## src/rtl/irq_ctrl_pkg.sv

```systemverilog
// Shared types and constants for the vectored interrupt controller.
// Optional feature macro: IRQ_ZSAVE_EN (Z flag save/restore around handlers).
package irq_pkg;

    typedef enum logic [1:0] {
        IDLE    = 2'd0,
        ENTER   = 2'd1,
        SERVICE = 2'd2
    } irq_state_e;

    localparam logic [5:0] OP_RETI          = 6'b001111;
    localparam logic [9:0] VEC_BASE_DEFAULT = 10'h3F0;

    // Width of a line index; a single line still needs one bit.
    function automatic int unsigned idx_width(input int unsigned n);
        return (n > 1) ? $clog2(n) : 1;
    endfunction

endpackage

```

## src/rtl/irq_ctrl_if.sv

```systemverilog
// CPU-side signal bundle of the interrupt controller.
// master = datapath/control unit side, slave = irq_ctrl side.
interface irq_ctrl_if #(
    parameter int unsigned N_IRQ = 4,
    parameter int unsigned PC_W  = 10
);
    logic [N_IRQ-1:0] irq;
    logic             mask_we;
    logic [N_IRQ-1:0] mask_in;
    logic [5:0]       opcode;
    logic [PC_W-1:0]  pc_next;
    logic             z_in;
    logic             s_irq;
    logic [PC_W-1:0]  pc_irq;
    logic [N_IRQ-1:0] irq_ack;
    logic             in_service;
    logic             z_restore;
    logic             z_out;

    modport master (
        output irq, mask_we, mask_in, opcode, pc_next, z_in,
        input  s_irq, pc_irq, irq_ack, in_service, z_restore, z_out
    );

    modport slave (
        input  irq, mask_we, mask_in, opcode, pc_next, z_in,
        output s_irq, pc_irq, irq_ack, in_service, z_restore, z_out
    );
endinterface

```

## src/rtl/irq_ctrl_prio_enc.sv

```systemverilog
// Lowest-index-first priority encoder over the enabled pending lines.
module prio_enc #(
    parameter int unsigned N     = 4,
    parameter int unsigned IDX_W = 2
) (
    input  logic [N-1:0]     req,
    output logic             valid,
    output logic [IDX_W-1:0] idx
);

    // First set bit scanning upward from line 0 wins.
    always_comb begin
        valid = 1'b0;
        idx   = '0;
        for (int unsigned i = 0; i < N; i++) begin
            if (req[i] && !valid) begin
                valid = 1'b1;
                idx   = IDX_W'(i);
            end
        end
    end

endmodule

```

## src/rtl/irq_ctrl.sv

```systemverilog
// Vectored interrupt controller: edge-latched requests, fixed priority,
// PC override to VEC_BASE+line, return PC (and optionally Z) restore on RETI.
// Optional feature macro: IRQ_ZSAVE_EN -- when undefined z_restore/z_out are 0.
module irq_ctrl
    import irq_pkg::*;
#(
    parameter int unsigned     N_IRQ    = 4,
    parameter int unsigned     PC_W     = 10,
    parameter logic [PC_W-1:0] VEC_BASE = PC_W'(VEC_BASE_DEFAULT)
) (
    input  logic       clk,
    input  logic       reset,
    irq_ctrl_if.slave  bus
);

    localparam int unsigned IDX_W = idx_width(N_IRQ);

    irq_state_e       state_q, state_d;
    logic [IDX_W-1:0] idx_q, idx_d;
    logic [N_IRQ-1:0] irq_prev_q;
    logic [N_IRQ-1:0] pending_q, pending_d;
    logic [N_IRQ-1:0] mask_q, mask_d;
    logic [PC_W-1:0]  ret_pc_q, ret_pc_d;

    logic [N_IRQ-1:0] req_en;
    logic             enc_valid;
    logic [IDX_W-1:0] enc_idx;

    logic             s_irq;
    logic [PC_W-1:0]  pc_irq;
    logic [N_IRQ-1:0] irq_ack;
    logic             in_service;
    logic             reti;

    assign req_en = pending_q & mask_q;

    prio_enc #(
        .N     (N_IRQ),
        .IDX_W (IDX_W)
    ) u_prio_enc (
        .req   (req_en),
        .valid (enc_valid),
        .idx   (enc_idx)
    );

    // Next-state and output decode from registered state plus opcode.
    always_comb begin
        state_d    = state_q;
        idx_d      = idx_q;
        s_irq      = 1'b0;
        pc_irq     = '0;
        irq_ack    = '0;
        in_service = 1'b0;
        reti       = 1'b0;
        case (state_q)
            IDLE: begin
                if (enc_valid) begin
                    idx_d   = enc_idx;
                    state_d = ENTER;
                end
            end
            ENTER: begin
                s_irq          = 1'b1;
                pc_irq         = VEC_BASE + PC_W'(idx_q);
                irq_ack[idx_q] = 1'b1;
                state_d        = SERVICE;
            end
            SERVICE: begin
                in_service = 1'b1;
                if (bus.opcode == OP_RETI) begin
                    reti    = 1'b1;
                    s_irq   = 1'b1;
                    pc_irq  = ret_pc_q;
                    state_d = IDLE;
                end
            end
            default: state_d = IDLE;
        endcase
    end

    // A new edge in the acknowledge cycle must survive the clear, so set is OR'd last.
    always_comb begin
        pending_d = (pending_q & ~irq_ack) | (bus.irq & ~irq_prev_q);
        mask_d    = bus.mask_we ? bus.mask_in : mask_q;
        ret_pc_d  = (state_q == ENTER) ? bus.pc_next : ret_pc_q;
    end

    // State, winning index, request tracking, mask and return PC registers.
    always_ff @(posedge clk or posedge reset) begin
        if (reset) begin
            state_q    <= IDLE;
            idx_q      <= '0;
            irq_prev_q <= '0;
            pending_q  <= '0;
            mask_q     <= '0;
            ret_pc_q   <= '0;
        end else begin
            state_q    <= state_d;
            idx_q      <= idx_d;
            irq_prev_q <= bus.irq;
            pending_q  <= pending_d;
            mask_q     <= mask_d;
            ret_pc_q   <= ret_pc_d;
        end
    end

`ifdef IRQ_ZSAVE_EN
    logic z_sav_q, z_sav_d;

    assign z_sav_d = (state_q == ENTER) ? bus.z_in : z_sav_q;

    // Z snapshot taken in the entry cycle, held until the next entry.
    always_ff @(posedge clk or posedge reset) begin
        if (reset) begin
            z_sav_q <= 1'b0;
        end else begin
            z_sav_q <= z_sav_d;
        end
    end

    assign bus.z_restore = reti;
    assign bus.z_out     = reti & z_sav_q;
`else
    logic unused_z_in;
    logic unused_reti;
    assign unused_z_in   = bus.z_in;
    assign unused_reti   = reti;
    assign bus.z_restore = 1'b0;
    assign bus.z_out     = 1'b0;
`endif

    assign bus.s_irq      = s_irq;
    assign bus.pc_irq     = pc_irq;
    assign bus.irq_ack    = irq_ack;
    assign bus.in_service = in_service;

endmodule
```

## src/flat_wrapper.sv

```systemverilog
// flat-port wrapper written by rule: the top's interface ports become plain ports
module irq_ctrl_flat import irq_pkg::*;
#(
    parameter int unsigned     N_IRQ    = 4,
    parameter int unsigned     PC_W     = 10,
    parameter logic [PC_W-1:0] VEC_BASE = PC_W'(VEC_BASE_DEFAULT)
)
  (clk, reset, bus_irq, bus_mask_we, bus_mask_in, bus_opcode, bus_pc_next, bus_z_in, bus_s_irq, bus_pc_irq, bus_irq_ack, bus_in_service, bus_z_restore, bus_z_out);
  irq_ctrl_if #(.N_IRQ(N_IRQ), .PC_W(PC_W)) bus_i ();
  input  logic clk;
  input  logic reset;
  input wire logic [$bits(bus_i.irq)-1:0] bus_irq;
  input wire logic [$bits(bus_i.mask_we)-1:0] bus_mask_we;
  input wire logic [$bits(bus_i.mask_in)-1:0] bus_mask_in;
  input wire logic [$bits(bus_i.opcode)-1:0] bus_opcode;
  input wire logic [$bits(bus_i.pc_next)-1:0] bus_pc_next;
  input wire logic [$bits(bus_i.z_in)-1:0] bus_z_in;
  output wire logic [$bits(bus_i.s_irq)-1:0] bus_s_irq;
  output wire logic [$bits(bus_i.pc_irq)-1:0] bus_pc_irq;
  output wire logic [$bits(bus_i.irq_ack)-1:0] bus_irq_ack;
  output wire logic [$bits(bus_i.in_service)-1:0] bus_in_service;
  output wire logic [$bits(bus_i.z_restore)-1:0] bus_z_restore;
  output wire logic [$bits(bus_i.z_out)-1:0] bus_z_out;
  assign bus_i.irq = bus_irq;
  assign bus_i.mask_we = bus_mask_we;
  assign bus_i.mask_in = bus_mask_in;
  assign bus_i.opcode = bus_opcode;
  assign bus_i.pc_next = bus_pc_next;
  assign bus_i.z_in = bus_z_in;
  assign bus_s_irq = bus_i.s_irq;
  assign bus_pc_irq = bus_i.pc_irq;
  assign bus_irq_ack = bus_i.irq_ack;
  assign bus_in_service = bus_i.in_service;
  assign bus_z_restore = bus_i.z_restore;
  assign bus_z_out = bus_i.z_out;
  irq_ctrl #(.N_IRQ(N_IRQ), .PC_W(PC_W), .VEC_BASE(VEC_BASE)) u_core (.clk(clk), .reset(reset), .bus(bus_i));
endmodule
```

## config.mk

```make
export PLATFORM = sky130hd
export DESIGN_NAME = irq_ctrl_flat
export DESIGN_NICKNAME = d
export VERILOG_FILES = /design/src/rtl/irq_ctrl_pkg.sv /design/src/rtl/irq_ctrl_if.sv /design/src/rtl/irq_ctrl_prio_enc.sv /design/src/rtl/irq_ctrl.sv /design/src/flat_wrapper.sv
export SDC_FILE = /design/constraint.sdc
export NUM_CORES = 1
export LEC_CHECK = 0
export CORE_MARGIN = 3
export CORE_UTILIZATION = 33
export DETAILED_ROUTE_END_ITERATION = 8
export GPL_TIMING_DRIVEN = 0
export HOLD_SLACK_MARGIN = 0.02
export PLACE_DENSITY = 0.66
export SYNTH_ARGS = -nofsm -noshare
export SYNTH_HDL_FRONTEND = slang
export SYNTH_SLANG_ARGS = --single-unit
export TNS_END_PERCENT = 50
```

## constraint.sdc

```tcl
create_clock -name clk -period 2.4 [get_ports clk]
set_input_delay 0.72 -clock clk [delete_from_list [all_inputs] [get_ports clk]]
set_output_delay 0.72 -clock clk [all_outputs]
set_load 0.01 [all_outputs]
```

==> impl_metrics.csv, run 1 <==
group,metric,value,unit
outcome,status,"complete, but fails checks",
outcome,violations,"negative setup slack",
setup_path,cp-start-kind,"input port",
sta,tightest_slew,0.989,ns
synth,synth-seq-cells,26,
synth,syn_area_per_cell,12.3,µm²
setup_path,end_kind,"output pin",
sta,finalCriticalPeriod,2.58,ns
finish,drive_above_1_share,0.413,
flow_run,max_cap_viol_count,0,
global_route,antenna_found_initial,0,
clocking,hold_buffers,0,
detailed_routing,vias,950,
finish,area_growth,50.0,%
min_path,hold_start,"u_core.irq_prev_q[2]",
pwr,p_per_area,1080,mW/mm²
floorplan,core,0.00347,mm²
global_route,grt_overflow_total,0,
sta,max_freq,0.387,GHz
global_route,grt_max_degree,27,
setup_path,cp_max_fo,4,
sta,fin_ws,-0.182,ns
floorplan,die_h,67.1,µm
pwr,p_total,1.99,mW
synth,synth_area_leader_cell,"dfrtp_1",
detailed_routing,viasPerCell,4.73,
floorplan,dieArea,0.00450,mm²
detailed_routing,drt_wl_total,2760,µm
sta,slew_viol_final,0,
synth,ys_seq_area_frac,0.528,
sta,skew,0.00115,ns
synth,postSynthCellCount,100,
min_path,hp-class,"reg2reg",
synth,synth.area.top_cells,"dfrtp_1 (53%), mux2_2 (15%), ha_1 (4.1%)",
finish,fill_cells,330,
clocking,cts_buffers,3,
clocking,cts_root_buffer,"clkbuf_8",
detailed_routing,route.detailed.drc,0,
finish,finalInstanceArea,0.00185,mm²
global_route,first_global_vias,1045,
global_route,grt_first_pass_wirelength,4800,µm
clocking,cts.reportedPaths.clkPinSlew,0.09,ns
place,port_buffers,42,
sta,rsz0062_at_grt,"yes",
detailed_routing,ant_nets,0,
finish,final_util,0.532,
setup_path,crit_type,"in2out",
place,dp_hpwl,2070,µm
global_route,gr-usage-all-layers,0.140,
synth,yosys_warnings,0,
pwr,vdd_drop_max,412,µV
floorplan,die_x,67.1,µm
place,dpl_cell_area,0.00171,mm²
clocking,cts_tree,"built",
synth,netlist_area,0.00123,mm²
finish,num_antenna_cells,0,
sta,hold_viol_final,0,
synth,synth_cell_types,28,
floorplan,rows,21,
sta,period_share,1.08,
setup_path,worstReg2RegStart,"u_core.state_q[0]",
clocking,cts_max_level,1,
detailed_routing,drtIter0Drc,20,
finish,nets,188,
detailed_routing,post_drt_wl_per_cell,13.7,µm
clocking,insertion_delay,0.26,ns
finish,instances_no_fill,201,
synth,netlist.area_leader.share,0.528,
place,post-place-cells,189,
clocking,numClockSinks,26,
detailed_routing,drtPass1Iterations,4,
clocking,cts.path.max_buffers,2,
setup_path,worstSetupStartpoint,"bus_opcode[4]",
setup_path,crit_required,1.68,ns
sta,slew_headroom,0.340,
sta,finalSetupViolations,9,
setup_path,cp.arrival,1.86,ns
floorplan,ios,46,
place,gp_congestion,0.691,
pwr,power_leakage,0.873,nW
floorplan,start_util,0.355,
## cell type report
class | instances | area [µm²] | area share
clock buffers | 3 | 41.3 | 0.0224
well taps | 46 | 57.6 | 0.0312
plain buffers | 4 | 31.3 | 0.0169
flip-flops and latches | 26 | 651 | 0.352
repair buffers | 50 | 437 | 0.236
clock inverters | 1 | 30.0 | 0.0163
inverters | 11 | 41.3 | 0.0224
multi-input cells | 60 | 558 | 0.302
## critical path, cell delays in order
cell	delay (ns)
buf_6	0.09
or2_4	0.25
nor4_4	0.16
buf_4	0.17
o21a_4	0.14
buf_6	0.10
o21a_1	0.10
buf_2	0.12
## power breakdown
| group | leakage, nW | switching (mW) | internal, mW |
|---|---|---|---|
| clock network | 0.0357 | 0.134 | 0.223 |
| logic | 0.538 | 0.402 | 0.505 |
| registers | 0.299 | 0.125 | 0.600 |
| total | 0.873 | 0.661 | 1.33 |
## cell usage after synthesis
| library cell | instances |
|---|---|
| ha_1 | 4 |
| nand2_1 | 4 |
| buf_4 | 2 |
| a22o_1 | 2 |
| a21oi_1 | 2 |
| o21a_4 | 1 |
| nor3_2 | 1 |
| and3_1 | 1 |
| a21o_1 | 1 |
| o21ai_0 | 3 |
| nor2_1 | 2 |
| and3b_1 | 1 |
| a211oi_1 | 1 |
| mux2_2 | 16 |
| nor4_4 | 1 |
| a32oi_1 | 1 |
| buf_2 | 2 |
| or2_4 | 1 |
| inv_1 | 11 |
| conb_1 | 1 |
| and2_1 | 1 |
| o21a_1 | 6 |
| dfrtp_1 | 26 |
| a32o_1 | 2 |
| nor3b_1 | 1 |
| and3_2 | 2 |
| o22ai_1 | 3 |
| o2bb2ai_1 | 1 |
## path summary, 6_finish.rpt
check	slack [ns]	cells after the start	endpoint
max in group asynchronous	0.82	2	u_core.mask_q[2]
hold reg to reg	0.43	1	u_core.pending_q[2]
hold / removal	0.43	1	u_core.pending_q[2]
min in group asynchronous	0.98	2	u_core.ret_pc_q[9]
setup reg to reg	0.93	5	u_core.state_q[0]
setup / recovery	-0.18	8	bus_pc_irq[9]
## metrics by stage
step / setup TNS, ns / setup WS [ns] / hold slack [ns]
after detailed placement: -9.65 / -0.903 / 0.420
after global placement: -9.51 / -0.893 / 0.413
after floorplan: 0 / 0.0916 / 0.400
after global routing: -2.58 / -0.306 / 0.444
final: -1.41 / -0.182 / 0.427
after CTS: -1.68 / -0.203 / 0.435
## kinds of logic after synthesis
logic type               share of synthesized area
AND/OR/NAND/NOR                             0.0864
flip-flops                                   0.528
AO/OA/AOI/OAI                                0.141
buffers and inverters                       0.0539
multiplexers                                 0.146
other                                      0.00305
adder cells (fa/ha/maj)                     0.0407
## state kept, by name (all words and copies together) (netlist names)
signal             flops
u_core.mask_q          4
u_core.idx_q           2
u_core.irq_prev_q      4
u_core.pending_q       4
u_core.state_q         2
u_core.ret_pc_q       10
## per-layer routing
metal,part of all wire,vias to the layer above,track usage
li1,-,459,-
met5,0,-,0
met3,0.070,2,0.0270
met1,0.41,460,0.189
met2,0.51,29,0.222
met4,0.0058,0,0.0456
## timing repair
| item | CTS | global route |
|---|---|---|
| pin swaps | 8 | 1 |
| endpoints found under the setup margin | 15 | 13 |
| setup buffers | 8 | 0 |
| gates resized for setup | 78 | 5 |
## layout by cell type (no fill, tap or decap), drive strengths merged, types with 2 or more instances in the layout
cell type and instances:
clkdlybuf4s15 4, dfrtp 26, mux2 16, inv 11
a32o 2, o21ai 3, a22o 2, nor2 2
conb 2, clkbuf 4, o21a 7, a21oi 2
o22ai 3, ha 4, nand2 4, clkdlybuf4s50 21
dlygate4sd2 2, buf 25, and3 3
(Power assumes the default switching activity.)
==> run 2: changes to the inputs <==
--- a/config.mk
+++ b/config.mk
@@ -6,11 +6,11 @@
 export NUM_CORES = 1
 export LEC_CHECK = 0
 export CORE_MARGIN = 3
-export CORE_UTILIZATION = 33
+export CORE_UTILIZATION = 30
 export DETAILED_ROUTE_END_ITERATION = 8
 export GPL_TIMING_DRIVEN = 0
 export HOLD_SLACK_MARGIN = 0.02
-export PLACE_DENSITY = 0.66
+export PLACE_DENSITY = 0.61
 export SYNTH_ARGS = -nofsm -noshare
 export SYNTH_HDL_FRONTEND = slang
 export SYNTH_SLANG_ARGS = --single-unit
==> impl_metrics.csv, run 2 (same netlist as run 1, synthesis figures left out) <==
group,metric,value,unit
finish,largest_reg_flops,10,
clocking,cts_buffers,3,
place,gp_congestion,0.722,
clocking,cts_tree,"built",
sta,rsz0062_at_grt,"yes",
detailed_routing,route.detailed.drc,0,
floorplan,rows,22,
place,dpl_cell_area,0.00172,mm²
finish,nets,190,
floorplan,die_x,70.1,µm
clocking,insertion_delay,0.27,ns
floorplan,die_h,70.1,µm
clocking,numClockSinks,26,
pwr,p_per_area,1060,mW/mm²
finish,final_cell_mix,"dfrtp_1 (26), clkdlybuf4s50_1 (22), mux2_2 (16)",
finish,drive_above_1_share,0.408,
flow_run,max_cap_viol_count,0,
detailed_routing,drtPass1Iterations,4,
sta,tns,-1.54,ns
clocking,hold_buffers,0,
clocking,cts_root_buffer,"clkbuf_8",
sta,max_freq,0.388,GHz
detailed_routing,viasPerCell,4.63,
min_path,hp-class,"reg2reg",
setup_path,end_kind,"output pin",
finish,area_growth,51.8,%
setup_path,crit_required,1.68,ns
outcome,status,"complete, but fails checks",
sta,period_share,1.07,
detailed_routing,drt_wl_total,2740,µm
setup_path,crit_type,"in2out",
finish,finalInstanceArea,0.00187,mm²
sta,finalSetupViolations,12,
sta,finalCriticalPeriod,2.58,ns
sta,tightest_slew,0.975,ns
setup_path,cp-start-kind,"input port",
global_route,grt_first_pass_wirelength,4660,µm
floorplan,ios,46,
sta,slew_viol_final,0,
detailed_routing,ant_nets,0,
outcome,violations,"negative setup slack",
pwr,power_leakage,0.882,nW
global_route,grt_max_degree,27,
sta,fin_ws,-0.179,ns
global_route,antenna_found_initial,0,
pwr,vdd_drop_max,570,µV
floorplan,core,0.00380,mm²
detailed_routing,drtIter0Drc,21,
finish,fill_cells,361,
finish,num_antenna_cells,0,
finish,regMostFlops,"u_core.ret_pc_q",
sta,slew_headroom,0.349,
floorplan,start_util,0.324,
global_route,grt_overflow_total,0,
clocking,cts.path.max_buffers,2,
setup_path,cp_max_fo,2,
setup_path,cp.arrival,1.86,ns
detailed_routing,post_drt_wl_per_cell,13.4,µm
finish,layout.area.seq,651,µm²
sta,holdWs,0.434,ns
global_route,gr-usage-all-layers,0.117,
place,port_buffers,42,
place,dp_hpwl,2040,µm
clocking,cts_max_level,1,
detailed_routing,vias,950,
sta,skew,0.00196,ns
global_route,first_global_vias,1054,
floorplan,dieArea,0.00491,mm²
sta,hold_viol_final,0,
finish,layout_commonest_cell,"dfrtp_1",
clocking,cts.reportedPaths.clkPinSlew,0.08,ns
finish,multi_input_area,566,µm²
## run 2: worst max-delay path, stage by stage
cell and delay (ns):
clkdlybuf4s15_2 0.19, nand2_4 0.06, nor4_4 0.32, buf_4 0.18, and2_4 0.14, a32o_1 0.12, buf_2 0.13
## run 2: timing repair
| action | in CTS | in global routing |
|---|---|---|
| pin swaps | 7 | 1 |
| resized for setup | 66 | 16 |
| setup endpoints to repair | 15 | 13 |
| buffers inserted | 7 | 3 |
| hold endpoints to repair | 0 | 0 |
## run 2: worst paths after layout
| kind | slack (ns) | start | cells past startpoint | endpoint |
|---|---|---|---|---|
| setup / recovery | -0.18 | bus_opcode[0] | 7 | bus_pc_irq[1] |
| hold / removal | 0.43 | u_core.irq_prev_q[0] | 1 | u_core.pending_q[0] |
| setup reg to reg | 0.93 | u_core.state_q[0] | 6 | u_core.state_q[1] |
| hold reg to reg | 0.43 | u_core.irq_prev_q[0] | 1 | u_core.pending_q[0] |
| max in group asynchronous | 0.84 | reset | 2 | u_core.pending_q[3] |
| min in group asynchronous | 0.97 | reset | 2 | u_core.ret_pc_q[7] |
## run 2: metrics by stage
step / power [mW] / instances / utilization / setup WS [ns]
after global routing: 2.12 / 205 / 0.492 / -0.259
final: 1.98 / 205 / 0.492 / -0.179
after floorplan: 1.22 / 101 / - / 0.0916
after global placement: 1.53 / 191 / 0.452 / -0.895
after CTS: 1.93 / 202 / 0.475 / -0.201
after detailed placement: 1.56 / 191 / 0.452 / -0.928
## run 2: per-layer routing
layer | global-route usage | vias to the layer above | part of all wire
li1 | - | 460 | -
met1 | 0.132 | 447 | 0.40
met2 | 0.201 | 39 | 0.50
met3 | 0.0518 | 4 | 0.084
met4 | 0.0298 | 0 | 0.0099
met5 | 0 | - | 0
## run 2: area by class of cell
cell class                      instances  share of cell area
Buffer                                  4              0.0147
Clock buffer                            3              0.0221
Clock inverter                          1              0.0161
Inverter                               11              0.0234
Multi-Input combinational cell         60               0.303
Sequential cell                        26               0.348
Tap cell                               48              0.0321
Timing Repair Buffer                   52               0.241
## run 2: power breakdown
group | switching [mW] | total, mW | internal (mW)
logic | 0.399 | 0.901 | 0.501
clock network | 0.134 | 0.357 | 0.223
registers | 0.124 | 0.724 | 0.600
==> run 3: changes to the inputs <==
--- a/config.mk
+++ b/config.mk
@@ -5,12 +5,13 @@
 export SDC_FILE = /design/constraint.sdc
 export NUM_CORES = 1
 export LEC_CHECK = 0
+export CAP_MARGIN = 20
 export CORE_MARGIN = 3
-export CORE_UTILIZATION = 30
+export CORE_UTILIZATION = 43
 export DETAILED_ROUTE_END_ITERATION = 8
 export GPL_TIMING_DRIVEN = 0
 export HOLD_SLACK_MARGIN = 0.02
-export PLACE_DENSITY = 0.61
+export PLACE_DENSITY = 0.81
 export SYNTH_ARGS = -nofsm -noshare
 export SYNTH_HDL_FRONTEND = slang
 export SYNTH_SLANG_ARGS = --single-unit
==> constraint.sdc (replaced) <==
create_clock -name clk -period 2.4 [get_ports clk]
set_input_delay 0.6 -clock clk [delete_from_list [all_inputs] [get_ports clk]]
set_output_delay 0.6 -clock clk [all_outputs]
set_load 0.01 [all_outputs]
==> impl_metrics.csv, run 3 (same netlist as run 1, synthesis figures left out) <==
group,metric,value,unit
clocking,cts.reportedPaths.clkPinSlew,0.14,ns
clocking,cts_buffers,3,
setup_path,cp.arrival,1.89,ns
floorplan,rows,18,
pwr,power_leakage,0.884,nW
setup_path,path_common_cell,"buf_6",
min_path,hp-class,"reg2reg",
pwr,p_per_area,1010,mW/mm²
clocking,numClockSinks,26,
flow_run,max_cap_viol_count,0,
finish,area_growth,45.7,%
sta,finalCriticalPeriod,2.49,ns
detailed_routing,drtIter0Drc,5,
setup_path,cp_slowest_cell,"nor4_4",
sta,hold_viol_final,0,
clocking,cts.path.max_buffers,2,
setup_path,crit_chain,"buf_6, or2_4, nor4_4, buf_4, and2_4, a32o_2, buf_6",
outcome,status,"complete, but fails checks",
setup_path,crit_required,1.80,ns
global_route,grt_first_pass_wirelength,4730,µm
global_route,grt_max_degree,27,
sta,slew_viol_final,0,
sta,holdWs,0.432,ns
pwr,comb_power_share,0.483,
sta,tns,-0.468,ns
setup_path,crit_type,"in2out",
finish,final_cell_mix,"dfrtp_1 (26), clkdlybuf4s50_1 (21), mux2_2 (16)",
setup_path,worstReg2RegStart,"u_core.state_q[0]",
setup_path,r2r_cells,5,
finish,num_antenna_cells,0,
place,port_buffers,42,
global_route,antenna_found_initial,0,
detailed_routing,ant_nets,0,
pwr,internal-power,1.18,mW
pwr,power_frac_clock,0.120,
detailed_routing,drt_wl_total,2780,µm
global_route,grt_overflow_total,0,
pwr,power_frac_seq,0.397,
min_path,hold_start,"u_core.irq_prev_q[2]",
sta,rsz0062_at_grt,"yes",
setup_path,end_kind,"output pin",
sta,finalSetupViolations,7,
floorplan,die_x,59.5,µm
sta,fin_ws,-0.0866,ns
pwr,vdd_drop_max,678,µV
place,post-place-cells,173,
detailed_routing,post_drt_wl_per_cell,15.0,µm
finish,final_util,0.693,
setup_path,critPathMaxStageDelay,0.39,ns
detailed_routing,drtPass1Iterations,2,
finish,layout_commonest_cell,"dfrtp_1",
finish,largest_reg_flops,10,
detailed_routing,vias,956,
setup_path,cp-start-kind,"input port",
global_route,first_global_vias,1060,
floorplan,core,0.00259,mm²
pwr,netSwitchingPower,0.637,mW
floorplan,dieArea,0.00354,mm²
setup_path,cp_max_fo,4,
setup_path,r2r_setup_slack,0.94,ns
clocking,cts_root_buffer,"clkbuf_4",
place,dp_slack,-0.680,ns
clocking,cts_max_level,1,
place,dp_hpwl,2090,µm
place,gp_congestion,0.710,
outcome,violations,"negative setup slack",
finish,regMostFlops,"u_core.ret_pc_q",
sta,period_share,1.04,
sta,max_freq,0.402,GHz
pwr,power_switching_share,0.351,
clocking,cts_tree,"built",
floorplan,die_h,59.5,µm
sta,tightest_slew,0.971,ns
detailed_routing,viasPerCell,5.17,
finish,nets,188,
setup_path,r2r-end,"u_core.state_q[1]",
sta,slew_headroom,0.352,
finish,drive_above_1_share,0.400,
global_route,gr-usage-all-layers,0.180,
clocking,insertion_delay,0.32,ns
floorplan,start_util,0.475,
sta,skew,0.00881,ns
detailed_routing,route.detailed.drc,0,
clocking,hold_buffers,0,
min_path,holdPathStages,1,
floorplan,ios,46,
finish,instances_no_fill,185,
min_path,hold_end,"u_core.pending_q[2]",
-- run 3: changes by cell type in the layout (fill, tap and decap cells not counted), moves of 2 or more --
cell	delta
buf_2	-3
buf_4	-3
clkbuf_2	+2
clkbuf_4	+3
clkbuf_8	-2
dlymetal6s2s_1	+2
inv_2	+2
-- run 3: layout make-up --
type | instances | area, µm²
fill | 219 | 796
sequential | 26 | 651
timing repair buffer | 50 | 448
clock buffer | 4 | 36.3
multi-input combinational | 60 | 553
inverter | 11 | 41.3
buffer | 4 | 27.5
tap | 30 | 37.5
-- run 3: stage by stage --
stage	power [mW]	instance area, µm²
floorplan	1.22	1230
global route	1.95	1790
detailed placement	1.56	1690
finish	1.81	1790
CTS	1.81	1780
global placement	1.52	1690
-- run 3: timing repair --
item | 4_1_cts | 5_1_grt
cloned | 0 | 0
endpoints found under the setup margin | 15 | 14
resized for setup | 58 | 18
hold endpoints to repair | 0 | 0
buffers inserted | 8 | 0
pin swaps | 7 | 4
-- run 3: layer usage --
| layer | global-route usage | vias to the layer above | part of all wire |
|---|---|---|---|
| met1 | 0.209 | 463 | 0.39 |
| met3 | 0.0610 | 5 | 0.083 |
| li1 | - | 454 | - |
| met2 | 0.312 | 34 | 0.51 |
| met5 | 0 | - | 0 |
| met4 | 0.0570 | 0 | 0.012 |
-- run 3: how the worst max path moves through the flow --
stage	slack, ns	endpoint	cells past startpoint	start
2_1_floorplan	0.33	bus_pc_irq[4]	4	bus_opcode[5]
3_3_place_gp	-0.65	bus_pc_irq[0]	6	bus_opcode[5]
3_5_place_dp	-0.68	bus_pc_irq[6]	6	bus_opcode[5]
4_1_cts	-0.12	bus_pc_irq[1]	8	u_core.state_q[0]
5_1_grt	-0.16	bus_pc_irq[1]	7	bus_opcode[5]
6_report	-0.09	bus_pc_irq[1]	7	bus_opcode[5]
-- run 3: power by group through the flow --
stage	logic (mW)	registers [mW]	clock network (mW)
after CTS	0.862	0.715	0.230
after detailed placement	0.835	0.722	0
final	0.876	0.719	0.218
after global routing	0.960	0.741	0.248
after global placement	0.805	0.711	0
after floorplan	0.536	0.685	0
-- run 3: critical path: cells and delay by family --
| kind | cells | cell delay [ns] |
|---|---|---|
| buffers and inverters | 3 | 0.37 |
| AOI/OAI and AO/OA | 1 | 0.14 |
| and+or+nand+nor | 3 | 0.77 |
==> patch: new RTL, settings of run 2 <==
`N_IRQ` is set to 4 in 3 places; all go to 8.
--- a/src/rtl/irq_ctrl_if.sv
+++ b/src/rtl/irq_ctrl_if.sv
@@ -2,5 +2,5 @@
 // master = datapath/control unit side, slave = irq_ctrl side.
 interface irq_ctrl_if #(
-    parameter int unsigned N_IRQ = 4,
+    parameter int unsigned N_IRQ = 8,
     parameter int unsigned PC_W  = 10
 );
--- a/src/rtl/irq_ctrl.sv
+++ b/src/rtl/irq_ctrl.sv
@@ -5,5 +5,5 @@
     import irq_pkg::*;
 #(
-    parameter int unsigned     N_IRQ    = 4,
+    parameter int unsigned     N_IRQ    = 8,
     parameter int unsigned     PC_W     = 10,
     parameter logic [PC_W-1:0] VEC_BASE = PC_W'(VEC_BASE_DEFAULT)
--- a/src/flat_wrapper.sv
+++ b/src/flat_wrapper.sv
@@ -2,5 +2,5 @@
 module irq_ctrl_flat import irq_pkg::*;
 #(
-    parameter int unsigned     N_IRQ    = 4,
+    parameter int unsigned     N_IRQ    = 8,
     parameter int unsigned     PC_W     = 10,
     parameter logic [PC_W-1:0] VEC_BASE = PC_W'(VEC_BASE_DEFAULT)
Interface: changed (resized bus_irq, bus_irq_ack and bus_mask_in); port bits go from 46 to 58. The function was not compared with the original's and may differ.
==> patch against run 2 <==
- the run still ends with negative setup slack left
- routed wire length grew 42%
- die area rose by 40%
- setup slack improved by 0.13 ns
- area after synthesis grew 44%
- sequential share of layout area is 3.6 points higher
- register-to-register slack got worse by 0.03 ns
- total power rose by 32%
- global-route usage barely moved
- sequential cell count up 13
- design area rose by 36%
- core utilization decreased by 3.9 points
- worst hold slack got worse by 0.014 ns
- combinational power up 28%
==> patch: results (changes against run 2) <==
placed wire-length estimate 2860 um (+40%); stage delay of the slowest cell on the critical path 0.34 ns (+0.02 ns); count of input and output buffers 53 (+26%); TritonCTS buffer count 5 (+2); total wire length 3890 um (+42%); Fin Hold WS 0.420 ns (-0.0141 ns); Critical-path top delay cell sky130_fd_sc_hd__nor4b_4; post-layout worst setup margin -0.0527 ns (+0.126 ns); area fraction in compound gates after synthesis 16.3% (+2.2 points); pin slew with the least headroom to its limit 0.803 ns (-0.173 ns); register-to-register setup slack 0.90 ns (-0.03 ns); WL/cell 13.4 um (about the same); maximum resistive drop on vdd 0.000602 V (+5.7%); pre-CTS setup slack -0.950 ns (-0.0216 ns); first-pass GRT wire length 6590 um (+41%); top area cells in the synthesized netlist sky130_fd_sc_hd__dfrtp_1 55%, sky130_fd_sc_hd__mux2_2 11%, sky130_fd_sc_hd__o21ai_0 4.0%, sky130_fd_sc_hd__inv_1 3.2%, sky130_fd_sc_hd__o21a_1 2.5%; violations in the final reports negative setup slack; final-report setup violation count 6 (-6); fraction of final layout cells with drive strength greater than 1 32.4% (-8.3 points); Synth cell types 31 (+11%); TNS Setup -0.229 ns (+1.31 ns); sequential area share after synthesis 55.1% (+2.3 points); worst endpoint data arrival time 1.73 ns (-0.13 ns); cells on worst reg2reg path 4 (-2); outcome finished with violations
## patch: cell types whose count changed in the layout (fill, tap and decap cells not counted), moves of 4 or more
cell and delta:
sky130_fd_sc_hd__o21ai_0 +11, sky130_fd_sc_hd__clkdlybuf4s50_1 +6, sky130_fd_sc_hd__inv_1 +4, sky130_fd_sc_hd__nor2_1 +7, sky130_fd_sc_hd__dfrtp_1 +12, sky130_fd_sc_hd__a21oi_1 +5
sky130_fd_sc_hd__buf_4 -6, sky130_fd_sc_hd__dlymetal6s2s_1 +6
## patch: worst reg2reg max path, delay by kind of cell (launching register included)
kind	cells	cell delay, ns
muxes	1	0.31
DFF	1	0.40
and+or+nand+nor	1	0.21
AOI/OAI and AO/OA	2	0.47
## patch: cell type report
| type | instances | area (um2) | area share, % |
|---|---|---|---|
| clock inverters | 1 | 5.00 | 0.197 |
| inverters | 15 | 56.3 | 2.21 |
| flip-flops and latches | 39 | 977 | 38.4 |
| plain buffers | 5 | 28.8 | 1.13 |
| repair buffers | 60 | 553 | 21.8 |
| clock buffers | 7 | 76.3 | 3.00 |
| multi-input cells | 92 | 756 | 29.7 |
| well taps | 72 | 90.1 | 3.54 |
## patch: timing repair
action	CTS	global route
pin swaps	7	1
endpoints found under the hold margin	0	0
gates resized for setup	85	10
buffers inserted	6	1
setup endpoints to repair	19	19
## patch: report_power, final
group	internal [mW]	switching, mW
combinational	0.602	0.545
clock	0.204	0.219
sequential	0.871	0.171
total	1.68	0.936
## patch: per-layer routing
layer | vias to the layer above | part of all wire (%) | global-route usage (%)
li1 | 659 | - | -
met2 | 36 | 47 | 18.7
met1 | 623 | 46 | 14.7
met4 | 0 | 0.98 | 3.12
met3 | 7 | 6.6 | 4.46
met5 | - | 0 | 0
